**src/rtl/wb_arbiter.sv**
```systemverilog
// Write-back arbiter: merges ALU results and queued load results onto one register-file write port,
// and tracks outstanding loads in a scoreboard for decode hazard detection.
module wb_arbiter #(
   parameter int LDQ_DEPTH = 2
) (
   input  logic        clk,
   input  logic        reset,
   input  logic        alu_valid,
   input  logic [4:0]  alu_rd,
   input  logic [31:0] alu_data,
   output logic        alu_ready,
   input  logic        ld_valid,
   input  logic [4:0]  ld_rd,
   input  logic [31:0] ld_data,
   output logic        ld_ready,
   input  logic        issue_valid,
   input  logic [4:0]  issue_rd,
   input  logic [4:0]  rs1,
   input  logic [4:0]  rs2,
   output logic        hazard1,
   output logic        hazard2,
   output logic        reg_wr_en,
   output logic [4:0]  reg_wr_rd,
   output logic [31:0] reg_wr_dat
);

   localparam int PTR_W = $clog2(LDQ_DEPTH);
   localparam int CNT_W = $clog2(LDQ_DEPTH + 1);

   logic [4:0]       q_rd   [LDQ_DEPTH];
   logic [31:0]      q_data [LDQ_DEPTH];
   logic [PTR_W-1:0] rd_ptr;
   logic [PTR_W-1:0] wr_ptr;
   logic [CNT_W-1:0] count;
   logic [31:0]      pending;
   logic [31:0]      pending_nxt;

   logic        full;
   logic        drain;
   logic        enq;
   logic        sel_valid;
   logic [4:0]  sel_rd;
   logic [31:0] sel_data;

   function automatic logic [PTR_W-1:0] ptr_inc(input logic [PTR_W-1:0] p);
      if (p == PTR_W'(LDQ_DEPTH - 1))
         return '0;
      else
         return p + PTR_W'(1);
   endfunction

   // A full queue takes priority over the ALU so loads can never be starved.
   assign full      = (count == CNT_W'(LDQ_DEPTH));
   assign ld_ready  = !full;
   assign drain     = (count != '0) && (!alu_valid || full);
   assign alu_ready = !drain;
   assign enq       = ld_valid && ld_ready;

   assign hazard1 = pending[rs1] && (rs1 != 5'd0);
   assign hazard2 = pending[rs2] && (rs2 != 5'd0);

   always_comb begin
      sel_valid = 1'b0;
      sel_rd    = '0;
      sel_data  = '0;
      if (drain) begin
         sel_valid = 1'b1;
         sel_rd    = q_rd[rd_ptr];
         sel_data  = q_data[rd_ptr];
      end else if (alu_valid) begin
         sel_valid = 1'b1;
         sel_rd    = alu_rd;
         sel_data  = alu_data;
      end
   end

   // Clear first, then set, so a same-cycle reissue of the register stays pending.
   always_comb begin
      pending_nxt = pending;
      if (drain && (q_rd[rd_ptr] != 5'd0))
         pending_nxt[q_rd[rd_ptr]] = 1'b0;
      if (issue_valid && (issue_rd != 5'd0))
         pending_nxt[issue_rd] = 1'b1;
   end

   always_ff @(posedge clk) begin
      if (enq && !reset) begin
         q_rd[wr_ptr]   <= ld_rd;
         q_data[wr_ptr] <= ld_data;
      end
   end

   always_ff @(posedge clk) begin
      if (reset) begin
         rd_ptr     <= '0;
         wr_ptr     <= '0;
         count      <= '0;
         pending    <= '0;
         reg_wr_en  <= 1'b0;
         reg_wr_rd  <= '0;
         reg_wr_dat <= '0;
      end else begin
         if (enq)
            wr_ptr <= ptr_inc(wr_ptr);
         if (drain)
            rd_ptr <= ptr_inc(rd_ptr);
         case ({enq, drain})
            2'b10:   count <= count + CNT_W'(1);
            2'b01:   count <= count - CNT_W'(1);
            default: count <= count;
         endcase
         pending   <= pending_nxt;
         reg_wr_en <= sel_valid && (sel_rd != 5'd0);
         if (sel_valid && (sel_rd != 5'd0)) begin
            reg_wr_rd  <= sel_rd;
            reg_wr_dat <= sel_data;
         end
      end
   end

endmodule
```
**config.mk**
```make
export PLATFORM = sky130hd
export DESIGN_NAME = wb_arbiter
export DESIGN_NICKNAME = d
export VERILOG_FILES = /design/src/rtl/wb_arbiter.sv
export SDC_FILE = /design/constraint.sdc
export NUM_CORES = 1
export LEC_CHECK = 0
export CAP_MARGIN = 20
export CORE_ASPECT_RATIO = 0.75
export CORE_MARGIN = 3
export CORE_UTILIZATION = 45
export DETAILED_ROUTE_END_ITERATION = 7
export PLACE_DENSITY = 0.82
export SETUP_SLACK_MARGIN = 0.3
export SYNTH_ARGS = -nofsm -noshare
export SYNTH_HDL_FRONTEND = slang
export SYNTH_SLANG_ARGS = --single-unit
```
**constraint.sdc**
```tcl
create_clock -name clk -period 4.3 [get_ports clk]
set_input_delay 0.43 -clock clk [delete_from_list [all_inputs] [get_ports clk]]
set_output_delay 0.43 -clock clk [all_outputs]
set_load 0.03 [all_outputs]
```
==> out/metrics.yaml <==
status: "finished clean"
crit_arrival_ns: 2.88
yosysUniqueCellTypes: 47
die_area_um2: 16300
vias: 5175
numCtsBuffers: 17
grt_pass1_vias: 5222
worst_path_largest_cell_delay_ns: 0.75
period_needed_ns: 3.31
clk_pin_slew_worst_paths_ns: 0.06
synth_top_area_frac: 0.334
slowest_stage: "clkdlybuf4s50_1"
crit_top_cell: "clkdlybuf4s50_1"
cts_tree: "done"
combPwrFrac: 0.376
synth.area.top_cells: "edfxtp_1 (33%), dfxtp_1 (22%), mux2_2 (5.9%)"
clock_skew_ns: 0.0127
power_density_nw_per_um2: 597
synthesis.nets: 644
firstDrtPassIters: 8
drt-total-wl_mm: 17.9
max_slew.worst_pin.slew_ns: 1.02
async_flop_share: 0
rsz0062_at_grt: "no"
p_int_w: 0.00330
synth_largest_area_cell: "edfxtp_1"
core-area_um2: 14100
syn_inst: 549
synth_warnings: 0
crit_path_cell_trace: "clkdlybuf4s50_1, mux4_2, nor3b_1, a31oi_1, nand3_1, nor3_1, clkdlybuf4s50_1"
worstSetupEndpoint: "hazard1"
swShare: 0.362
fin_cells: 877
slew_viol_final: 0
final_util: 0.617
max_freq_mhz: 302
route.detailed.wl_per_inst_um: 20.4
start_util: 0.472
worstPathRequired_ns: 3.87
ys.flop_type: "edfxtp_1"
mostFrequentLayoutCell: "clkdlybuf4s50_1"
drv_cap: 0
antenna_found_initial: 0
hold_class: "reg2reg"
grt_pass1_wl_mm: 28.1
grt_usage: 0.218
design_area_um2: 8680
grt_max_degree: 81
rows: 37
clk_latency_ns: 0.42
syn_area_um2: 6650
fin_crit_sh: 0.770
area_delta_synth_final_pct: 30.7
path_max_fanout: 8
clkSinkCount: 148
drtIter0Drc: 611
power.switching_w: 0.00188
slew-limit-headroom: 0.318
peakVddDrop_uv: 347
htree_levels: 4
reg2regPathDepth: 6
numPlacedInstances: 845
power_leakage_nw: 2.85
yosysSeqAreaShare: 0.557
layout-drive-gt1-share: 0.188
worst_slack_ns: 0.991
cts_hold_buf: 0
gp_congestion: 0.928
synth_edf_count: 74
cts.repair.resized: 0
clock_path_buffers: 2
finalHoldViolCount: 0
die_y_um: 111
root_buffer: "clkbuf_16"
final_nets: 764
drc: 0
cts_setup_buffers: 0
place_ws_ns: 1.02
syn_avg_cell_area_um2: 12.1
end_kind: "primary output"
ys_ff_latch: 148
final_cell_mix: "clkdlybuf4s50_1 (134), edfxtp_1 (74), dfxtp_1 (73)"
start_kind: "input port"
reg2reg_setup_slack_ns: 1.30
viasPerCell: 5.90
worst-setup-path-type: "in2out"
antennaDiodeCount: 0
hpwl_mm: 12.3
gr-total-overflow: 0
setup_tns_ns: 0
die_w_um: 146
seq_power_share: 0.357
r2r-end: "reg_wr_dat[27]$_SDFFE_PP0P_"
placed_area_um2: 8130
final-setup-viol-count: 0
num_io_pins: 136
portBuffers: 135
pwr-share-clk: 0.267
fillers: 1069
cp-startpoint: "rs1[0]"
ant_nets: 0
cells in the mapped netlist (2+ instances only):
| cell | n |
|---|---|
| a211oi_2 | 29 |
| clkbuf_1 | 18 |
| nand2b_1 | 10 |
| a21oi_1 | 38 |
| nor3_1 | 9 |
| mux4_2 | 14 |
| o21ai_0 | 17 |
| and2_1 | 3 |
| nor2_1 | 14 |
| o32ai_1 | 2 |
| mux2i_1 | 5 |
| mux2_2 | 35 |
| dfxtp_1 | 74 |
| buf_1 | 3 |
| nand3b_1 | 6 |
| buf_2 | 13 |
| or3b_1 | 2 |
| edfxtp_1 | 74 |
| inv_1 | 37 |
| nand3_1 | 3 |
| a211oi_1 | 3 |
| nor3b_1 | 4 |
| buf_4 | 3 |
| nor4b_1 | 2 |
| buf_6 | 4 |
| o22ai_1 | 6 |
| a222oi_1 | 32 |
| xor2_1 | 2 |
| a31oi_1 | 2 |
| nand2_1 | 50 |
| nor2b_1 | 2 |
| o21ai_1 | 16 |
| mux2i_4 | 2 |
| xnor2_1 | 2 |
per-stage QoR:
stage / hold slack, ns / total power, W
after global placement: 0.445 / 0.00374
after CTS: 0.462 / 0.00519
after floorplan: 0.460 / 0.00317
after detailed placement: 0.449 / 0.00379
final: 0.462 / 0.00518
after global routing: 0.489 / 0.00539
metal layers:
| layer | global-route usage | vias to the layer above | wire (um) |
|---|---|---|---|
| met5 | 0 | - | 0 |
| met4 | 0.0783 | 0 | 346 |
| met3 | 0.0539 | 31 | 1520 |
| met2 | 0.352 | 280 | 8640 |
| met1 | 0.287 | 2525 | 7360 |
| li1 | - | 2339 | - |
how the worst min path moves through the flow:
stage,endpoint,from,slack [ns],cells after the start
final,reg_wr_dat[29]$_SDFFE_PP0P_,reg_wr_dat[29]$_SDFFE_PP0P_,0.46,2
after detailed placement,reg_wr_dat[29]$_SDFFE_PP0P_,reg_wr_dat[29]$_SDFFE_PP0P_,0.45,2
after floorplan,pending[3]$_SDFF_PP0_,pending[3]$_SDFF_PP0_,0.46,2
after CTS,reg_wr_dat[29]$_SDFFE_PP0P_,reg_wr_dat[29]$_SDFFE_PP0P_,0.46,2
after global placement,reg_wr_dat[28]$_SDFFE_PP0P_,reg_wr_dat[28]$_SDFFE_PP0P_,0.45,2
after global routing,reg_wr_dat[13]$_SDFFE_PP0P_,reg_wr_dat[13]$_SDFFE_PP0P_,0.49,2
flip-flops by register name, summed over array words and instances, names as in the netlist, named ones only:
name        cells
count           2
pending        31
q_data         64
q_rd           10
rd_ptr          1
reg_wr_dat     32
reg_wr_en       1
reg_wr_rd       5
wr_ptr          1
power by group through the flow:
stage,sequential (W),combinational (W),clock (W)
CTS,0.00185,0.00194,0.00139
global route,0.00187,0.00206,0.00146
finish,0.00185,0.00195,0.00139
detailed placement,0.00187,0.00192,0
floorplan,0.00210,0.00106,0
global placement,0.00186,0.00188,0
critical path: cells and delay by family:
kind	cells	cell delay (ns)
compound gates	1	0.10
mux	1	0.56
simple gates	3	0.44
buf+inv	2	1.35
area by class of cell:
class                           count  area (um2)  area share
Inverter                           38         143      0.0164
Sequential cell                   148        3700       0.427
Clock buffer                       19         443      0.0510
Timing Repair Buffer              142        1410       0.163
Tap cell                          195         244      0.0281
Clock inverter                     13         110      0.0127
Multi-Input combinational cell    322        2620       0.302
cells by family (layout without fill, tap and decap cells):
family                     after synthesis  count (layout)  share of synthesized area
buffers and inverters                   79             212                     0.0533
and+or+nand+nor                        111             111                     0.0828
muxes                                   56              56                      0.121
DFF                                    148             148                      0.557
AOI/OAI and AO/OA                      150             150                      0.178
xor gates and xnor gates                 4               4                    0.00527
adders and majority gates                1               1                    0.00188
(Power assumes the default switching activity.)
